[src/rtl/reg_cmd_ctrl.sv]
// reg_cmd_ctrl: turns the UART byte stream into register-file commands.
//   Write frame: WR_CMD, address, data  -> one-cycle RF_WrEn
//   Read frame : RD_CMD, address        -> one-cycle RF_RdEn, then the
//                returned byte is pushed once into the TX FIFO.
// Ports:
//   CLK, RST (async, active-low)
//   RX_P_DATA / RX_D_VLD / RX_ERR         : received byte stream
//   RF_WrEn / RF_RdEn / RF_Address /
//   RF_WrData / RF_RdData / RF_RdData_Valid: register-file side
//   FIFO_WR_DATA / FIFO_WR_INC / FIFO_FULL : TX FIFO write port
//   BUSY     : FSM not idle
//   CMD_DROP : one-cycle pulse per discarded byte or aborted frame
// All outputs come straight from flops.
module reg_cmd_ctrl #(
  parameter int                    DATA_WIDTH    = 8,
  parameter int                    ADDRESS_WIDTH = 4,
  parameter logic [DATA_WIDTH-1:0] WR_CMD        = 8'hAA,
  parameter logic [DATA_WIDTH-1:0] RD_CMD        = 8'hBB
) (
  input  logic                     CLK,
  input  logic                     RST,
  input  logic [DATA_WIDTH-1:0]    RX_P_DATA,
  input  logic                     RX_D_VLD,
  input  logic                     RX_ERR,
  output logic                     RF_WrEn,
  output logic                     RF_RdEn,
  output logic [ADDRESS_WIDTH-1:0] RF_Address,
  output logic [DATA_WIDTH-1:0]    RF_WrData,
  input  logic [DATA_WIDTH-1:0]    RF_RdData,
  input  logic                     RF_RdData_Valid,
  output logic [DATA_WIDTH-1:0]    FIFO_WR_DATA,
  output logic                     FIFO_WR_INC,
  input  logic                     FIFO_FULL,
  output logic                     BUSY,
  output logic                     CMD_DROP
);

  typedef enum logic [2:0] {
    IDLE     = 3'd0,
    WR_ADDR  = 3'd1,
    WR_DATA  = 3'd2,
    WR_ISSUE = 3'd3,
    RD_ADDR  = 3'd4,
    RD_ISSUE = 3'd5,
    RD_WAIT  = 3'd6,
    TX_SEND  = 3'd7
  } state_t;

  state_t                   state_r, state_s;
  logic [ADDRESS_WIDTH-1:0] addr_hold_r, addr_hold_s;
  logic [ADDRESS_WIDTH-1:0] rf_addr_r, rf_addr_s;
  logic [DATA_WIDTH-1:0]    rf_wrdata_r, rf_wrdata_s;
  logic [DATA_WIDTH-1:0]    fifo_data_r, fifo_data_s;
  logic                     rf_wren_r, rf_wren_s;
  logic                     rf_rden_r, rf_rden_s;
  logic                     fifo_inc_r, fifo_inc_s;
  logic                     busy_r, busy_s;
  logic                     drop_r, drop_s;

  // Next-state and next-output logic; outputs are computed one cycle ahead
  // so that every strobe lands in the cycle its state is entered.
  always_comb begin
    state_s     = state_r;
    addr_hold_s = addr_hold_r;
    rf_addr_s   = rf_addr_r;
    rf_wrdata_s = rf_wrdata_r;
    fifo_data_s = fifo_data_r;
    rf_wren_s   = 1'b0;
    rf_rden_s   = 1'b0;
    fifo_inc_s  = 1'b0;
    drop_s      = 1'b0;

    if (RX_D_VLD && RX_ERR) begin
      // A corrupted byte kills whatever frame was being assembled.
      state_s = IDLE;
      drop_s  = 1'b1;
    end else begin
      case (state_r)
        IDLE: begin
          if (RX_D_VLD) begin
            if (RX_P_DATA == WR_CMD) begin
              state_s = WR_ADDR;
            end else if (RX_P_DATA == RD_CMD) begin
              state_s = RD_ADDR;
            end else begin
              drop_s = 1'b1;
            end
          end else begin
            state_s = IDLE;
          end
        end
        WR_ADDR: begin
          if (RX_D_VLD) begin
            addr_hold_s = RX_P_DATA[ADDRESS_WIDTH-1:0];
            state_s     = WR_DATA;
          end else begin
            state_s = WR_ADDR;
          end
        end
        WR_DATA: begin
          // Address/data outputs only move when a command is issued, so an
          // aborted frame leaves the register-file bus untouched.
          if (RX_D_VLD) begin
            rf_addr_s   = addr_hold_r;
            rf_wrdata_s = RX_P_DATA;
            rf_wren_s   = 1'b1;
            state_s     = WR_ISSUE;
          end else begin
            state_s = WR_DATA;
          end
        end
        WR_ISSUE: begin
          drop_s  = RX_D_VLD;
          state_s = IDLE;
        end
        RD_ADDR: begin
          if (RX_D_VLD) begin
            rf_addr_s = RX_P_DATA[ADDRESS_WIDTH-1:0];
            rf_rden_s = 1'b1;
            state_s   = RD_ISSUE;
          end else begin
            state_s = RD_ADDR;
          end
        end
        RD_ISSUE: begin
          drop_s  = RX_D_VLD;
          state_s = RD_WAIT;
        end
        RD_WAIT: begin
          drop_s = RX_D_VLD;
          if (RF_RdData_Valid) begin
            fifo_data_s = RF_RdData;
            fifo_inc_s  = ~FIFO_FULL;
            state_s     = TX_SEND;
          end else begin
            state_s = RD_WAIT;
          end
        end
        TX_SEND: begin
          // fifo_inc_r high means the push is on the port this cycle.
          drop_s = RX_D_VLD;
          if (fifo_inc_r) begin
            state_s = IDLE;
          end else if (!FIFO_FULL) begin
            fifo_inc_s = 1'b1;
          end else begin
            state_s = TX_SEND;
          end
        end
        default: begin
          state_s = IDLE;
        end
      endcase
    end

    busy_s = (state_s != IDLE);
  end

  // State and output registers.
  always_ff @(posedge CLK or negedge RST) begin
    if (!RST) begin
      state_r     <= IDLE;
      addr_hold_r <= {ADDRESS_WIDTH{1'b0}};
      rf_addr_r   <= {ADDRESS_WIDTH{1'b0}};
      rf_wrdata_r <= {DATA_WIDTH{1'b0}};
      fifo_data_r <= {DATA_WIDTH{1'b0}};
      rf_wren_r   <= 1'b0;
      rf_rden_r   <= 1'b0;
      fifo_inc_r  <= 1'b0;
      busy_r      <= 1'b0;
      drop_r      <= 1'b0;
    end else begin
      state_r     <= state_s;
      addr_hold_r <= addr_hold_s;
      rf_addr_r   <= rf_addr_s;
      rf_wrdata_r <= rf_wrdata_s;
      fifo_data_r <= fifo_data_s;
      rf_wren_r   <= rf_wren_s;
      rf_rden_r   <= rf_rden_s;
      fifo_inc_r  <= fifo_inc_s;
      busy_r      <= busy_s;
      drop_r      <= drop_s;
    end
  end

  assign RF_WrEn      = rf_wren_r;
  assign RF_RdEn      = rf_rden_r;
  assign RF_Address   = rf_addr_r;
  assign RF_WrData    = rf_wrdata_r;
  assign FIFO_WR_DATA = fifo_data_r;
  assign FIFO_WR_INC  = fifo_inc_r;
  assign BUSY         = busy_r;
  assign CMD_DROP     = drop_r;

endmodule

[config.mk]
export PLATFORM = sky130hd
export DESIGN_NAME = reg_cmd_ctrl
export DESIGN_NICKNAME = d
export VERILOG_FILES = /design/src/rtl/reg_cmd_ctrl.sv
export SDC_FILE = /design/constraint.sdc
export NUM_CORES = 1
export LEC_CHECK = 0
export CAP_MARGIN = 20
export CORE_ASPECT_RATIO = 0.6
export CORE_UTILIZATION = 30
export DETAILED_ROUTE_END_ITERATION = 10
export GPL_TIMING_DRIVEN = 0
export PLACE_DENSITY = 0.67
export SYNTH_ARGS = -nofsm -noshare
export SYNTH_HDL_FRONTEND = slang
export SYNTH_SLANG_ARGS = --single-unit
[constraint.sdc]
create_clock -name CLK -period 1.9 [get_ports CLK]
set_input_delay 0.285 -clock CLK [delete_from_list [all_inputs] [get_ports CLK]]
set_output_delay 0.285 -clock CLK [all_outputs]
set_load 0.01 [all_outputs]
Word level (Yosys, flattened, before mapping)

Index checks and enable logic that the tools add are counted.

Bitwise operators: 2
Muxes and demuxes: 29
Equality and inequality tests: 11
Reduce and logical (&&, ||, !) cells: 9

Operator list:

| operator           | count |
|---|---|
| $pmux 3 s8         | 1 |
| $mux 3             | 6 |
| $eq 8x8->1 const B | 2 |
| $mux 1             | 16 |
| $eq 3x3->1 const B | 4 |
| $reduce_and 3->1   | 3 |
| $mux 4             | 2 |
| $pmux 4 s2         | 1 |
| $eq 3x2->1 const B | 2 |
| $ne 2x2->1 const B | 2 |
| $pmux 1 s2         | 2 |
| $reduce_and 4->1   | 1 |
| $reduce_or 4->1    | 1 |
| $eq 3x1->1 const B | 1 |
| $logic_not 3->1    | 1 |
| $reduce_bool 3->1  | 1 |
| $mux 2             | 1 |
| $not 1->1          | 2 |
| $reduce_bool 2->1  | 1 |
| $logic_and 1x1->1  | 1 |

Register bits after elaboration: 32
Word-level logic and storage cells: 61

Logic depth before layout (Yosys ltp)

Depth in word-level cells: 7
Depth in mapped cells: 6
Mapped depth without buffers: 4

Least setup slack after synthesis

Ideal clock, no wire load.

Path type: register -> register
Start: register state_r[0]
End: register addr_hold_r[0]
Slack: 0.425 ns
Path buffers: 2
Cell stages (with the launch flop): 6
Required time: 1.775 ns
Arrival time: 1.350 ns
Cells stage by stage: dfrtp_1 -> buf_6 -> inv_2 -> or4_4 -> buf_6 -> mux2_4

Longest elaborated chain between the ends: 2

RTL lines:

| what                              | RTL line | RTL |
|---|---|---|
| start, declared                   | 49       | `state_t state_r, state_s;` |
| start signal, assigned            | 173      | `state_r <= state_s;` |
| $eq 3x1->1                        | 78       | `case (state_r)` |
| $reduce_and 3->1 (no source line) | n/a      |  |
| end signal, assigned              | 163      | `addr_hold_r <= {ADDRESS_WIDTH{1'b0}};` |
| end signal, assigned              | 174      | `addr_hold_r <= addr_hold_s;` |
| end, declared                     | 50       | `logic [ADDRESS_WIDTH-1:0] addr_hold_r, addr_hold_s;` |

Every way passes these cells.
A chain may end at the register's enable or synchronous reset.

Worst setup path after layout

Start: input RX_D_VLD
End: register fifo_data_r[1] (netlist: FIFO_WR_DATA[1])

Longest elaborated chain between the ends: 3

RTL lines:

| what                              | RTL line | RTL |
|---|---|---|
| start, declared                   | 23       | `input logic RX_D_VLD,` |
| $logic_and 1x1->1                 | 73       | `if (RX_D_VLD && RX_ERR) begin` |
| $not 1->1 (no source line)        | n/a      |  |
| $reduce_and 3->1 (no source line) | n/a      |  |
| end signal, assigned              | 166      | `fifo_data_r <= {DATA_WIDTH{1'b0}};` |
| end signal, assigned              | 177      | `fifo_data_r <= fifo_data_s;` |
| end, declared                     | 53       | `logic [DATA_WIDTH-1:0] fifo_data_r, fifo_data_s;` |

Every way passes these cells.

==> impl_metrics.yaml <==
worst_setup_path:
  slowest_stage: "clkdlybuf4s50_1"
  rr_worst_depth: 4
  path_delay_family: "simple AND/OR/NAND/NOR gates"
  critPathMaxStageDelay_ns: 0.53
  timing.rr.start: "state_r[2]$_DFF_PN0_"
  worst_setup_path_end_kind: "flip-flop"
  criticalPathCategory: "primary input to flip-flop"
  worst-path-max-fanout: 8
  rrSetupSlack_ns: 0.24
  timing.critical_path.arrival_ns: 1.95
  crit_chain: "clkdlybuf4s50_1 > and2_1 > nand3b_1 > nor2_4 > mux2_2"
  setup.worst_path.start_class: "primary input"
  crit-reg2reg-capture: "FIFO_WR_DATA[1]$_DFFE_PN0P_"
  critical_path_required_ns: 2.06
  critPathBufInv: 1
floorplan:
  fp.dieH_um: 55.4
  fp.dieArea_sq_um: 5050
  die_x_um: 91.1
  num_io_pins: 47
  coreArea_sq_um: 4560
  placementRows: 19
  initial_core_util_pct: 31.3
cts:
  numCtsBuffers: 5
  cts_tree: "done"
  clk_latency_ns: 0.28
  clock_tree_buffer_depth: 2
  clk_transition_reported_paths_ns: 0.06
  cts-htree-levels: 2
  clock_sinks: 32
  hold_buffers: 0
  root_buffer: "clkbuf_8"
placed_design:
  detailed_placer_s_ending_hpwl_mm: 2.41
  port_buffers: 46
  dpl_cell_area_sq_um: 1980
  place.detailed.instances: 222
  place_congestion: 0.864
sta:
  total_of_endpoints_with_negative_setup_slack_in_the_final_report: 0
  period_minus_slack_ns: 1.79
  fmax_ghz: 0.557
  max-slew-margin-rel_pct: 44.8
  final_period_utilization_pct: 94.5
  tightest_slew_ns: 0.825
  fin_worst_skew_ns: 0.00310
  report.final.hold_viol_count: 0
  timing.hold.ws_ns: 0.478
  rsz_0062_raised_after_global_routing: "no"
  maxSlewViolCount: 0
layout:
  nNetsFinal: 188
  commonest_cells_after_routing_fill_and_taps_aside: "46 x clkdlybuf4s50_1, 32 x dfrtp_1, 16 x mux2_2"
  syn_to_final_growth_pct: 44.0
  post_route_cells_drive_above_1_share_pct: 21.3
  insertedDiodeCount: 0
  instances_no_fill: 227
  most_common_library_cell_in_the_layout_ignoring_fill_and_taps: "clkdlybuf4s50_1"
  post-route-cell-area_sq_um: 2060
  multi_input_comb_area_sq_um: 581
  filler_cell_count: 434
  register_area_sq_um: 801
pwr:
  total_power_mw: 2.34
  power.density_nw_per_um2: 1140
  peakVddDrop_uv: 529
  static-leakage-power_nw: 0.901
logic_synthesis:
  syn-mean-instance-area_sq_um: 12.7
  yosysSeqAreaShare_pct: 56.1
  ys_async_sr_fraction_pct: 100
  synthesis.area_sq_um: 1430
  synth_enable_flop_cells: 0
  ys_warn_count: 0
  synth_nets: 134
  synthDistinctLibCells: 35
  synth-main-ff-cell: "dfrtp_1"
  synthCells: 112
  synth-seq-cells: 32
worst_hold_path:
  worstHoldPathType: "primary input to asynchronous set/reset pin"
global_route:
  number_of_global_route_vias_before_repair: 1103
  gr-usage-all-layers_pct: 14.1
  largest_net_degree_at_the_start_of_global_routing: 19
  grt_first_pass_wirelength_mm: 5.35
  grt_antenna_before_repair: 0
  grt_overflow: 0
routing:
  first_pass_iters: 6
  wire_per_inst_um: 14.0
  detail_route.iter0.violations: 36
  post_drt_via_cell_ratio: 4.70
  routed_wl_mm: 3.18
  route.vias.total: 1066
  remaining_drc_errors: 0
  detail-route-antenna-nets: 0
outcome:
  run_status: "finished clean"
job:
  max-cap-violations: 0
## power by group
group	switching [mW]	internal (mW)
clock network	0.215	0.235
logic	0.365	0.534
registers	0.107	0.884
## layer usage
layer / vias to the layer above / share of wire, % / GRT usage, %
met4: 0 / 2.4 / 7.94
met5: - / 0 / 0
li1: 499 / - / -
met2: 43 / 44 / 20.3
met3: 9 / 7.8 / 5.51
met1: 515 / 46 / 18.0
## cells in the mapped netlist (2+ instances only)
cell type | number | area, sq um
nand2b_1 | 3 | 18.8
buf_6 | 2 | 22.5
dfrtp_1 | 32 | 801
nor3_1 | 2 | 10.0
a21oi_1 | 4 | 20.0
inv_1 | 3 | 11.3
mux2i_1 | 4 | 40.0
nor3b_1 | 4 | 30.0
nand2_1 | 6 | 22.5
and2_1 | 2 | 12.5
mux2_2 | 16 | 180
mux2_4 | 4 | 60.1
buf_2 | 2 | 10.0
o21ai_0 | 5 | 25.0
nor2_1 | 3 | 11.3
## worst max-delay path by stage
stage,to,from,depth (start not counted)
4_1_cts,FIFO_WR_DATA[1]$_DFFE_PN0P_,RX_D_VLD,5
6_report,FIFO_WR_DATA[1]$_DFFE_PN0P_,RX_D_VLD,5
3_5_place_dp,FIFO_WR_DATA[1]$_DFFE_PN0P_,RX_D_VLD,5
5_1_grt,RF_WrData[2]$_DFFE_PN0P_,RX_D_VLD,4
3_3_place_gp,FIFO_WR_DATA[2]$_DFFE_PN0P_,RX_D_VLD,5
2_1_floorplan,addr_hold_r[0]$_DFFE_PN0P_,state_r[0]$_DFF_PN0_,5
## repair_timing
item,4_1_cts,5_1_grt
resized for setup,0,1
setup buffers,0,0
setup endpoints to repair,0,8
## worst reg2reg max path, stage by stage, from the launching register on
cell and delay [ns]:
dfrtp_1 0.34, clkbuf_1 0.34, nand3b_1 0.23, nor2_4 0.26
mux2_2 0.37
## logic make-up after synthesis
group,after synthesis,synth area share (%)
xor+xnor,2,1.23
simple gates,30,12.9
mux,24,19.6
compound gates,15,6.57
buf+inv,9,3.59
flops,32,56.1
## sequential cells by signal, indices dropped and copies added (netlist names)
name          count
FIFO_WR_DATA      8
RF_WrData         8
RF_Address        4
addr_hold_r       4
state_r           3
BUSY              1
CMD_DROP          1
FIFO_WR_INC       1
RF_RdEn           1
RF_WrEn           1
## metrics by stage
stage                     setup TNS (ns)  setup WS, ns  util [%]
after floorplan                        0         0.425         -
after global placement             -2.08        -0.169      43.1
after detailed placement           -3.49        -0.276      43.4
after CTS                              0        0.0211      44.9
after global routing                   0        0.0342      45.0
final                                  0         0.105      45.0
## layout make-up
class                   count  share of cell area (%)
clock buffers               5                    3.35
plain buffers               5                    1.77
flip-flops and latches     32                    39.0
well taps                  63                    3.83
repair buffers             47                    23.1
inverters                   4                   0.730
multi-input cells          71                    28.2
No activity file was read; power rests on OpenSTA's default activity.
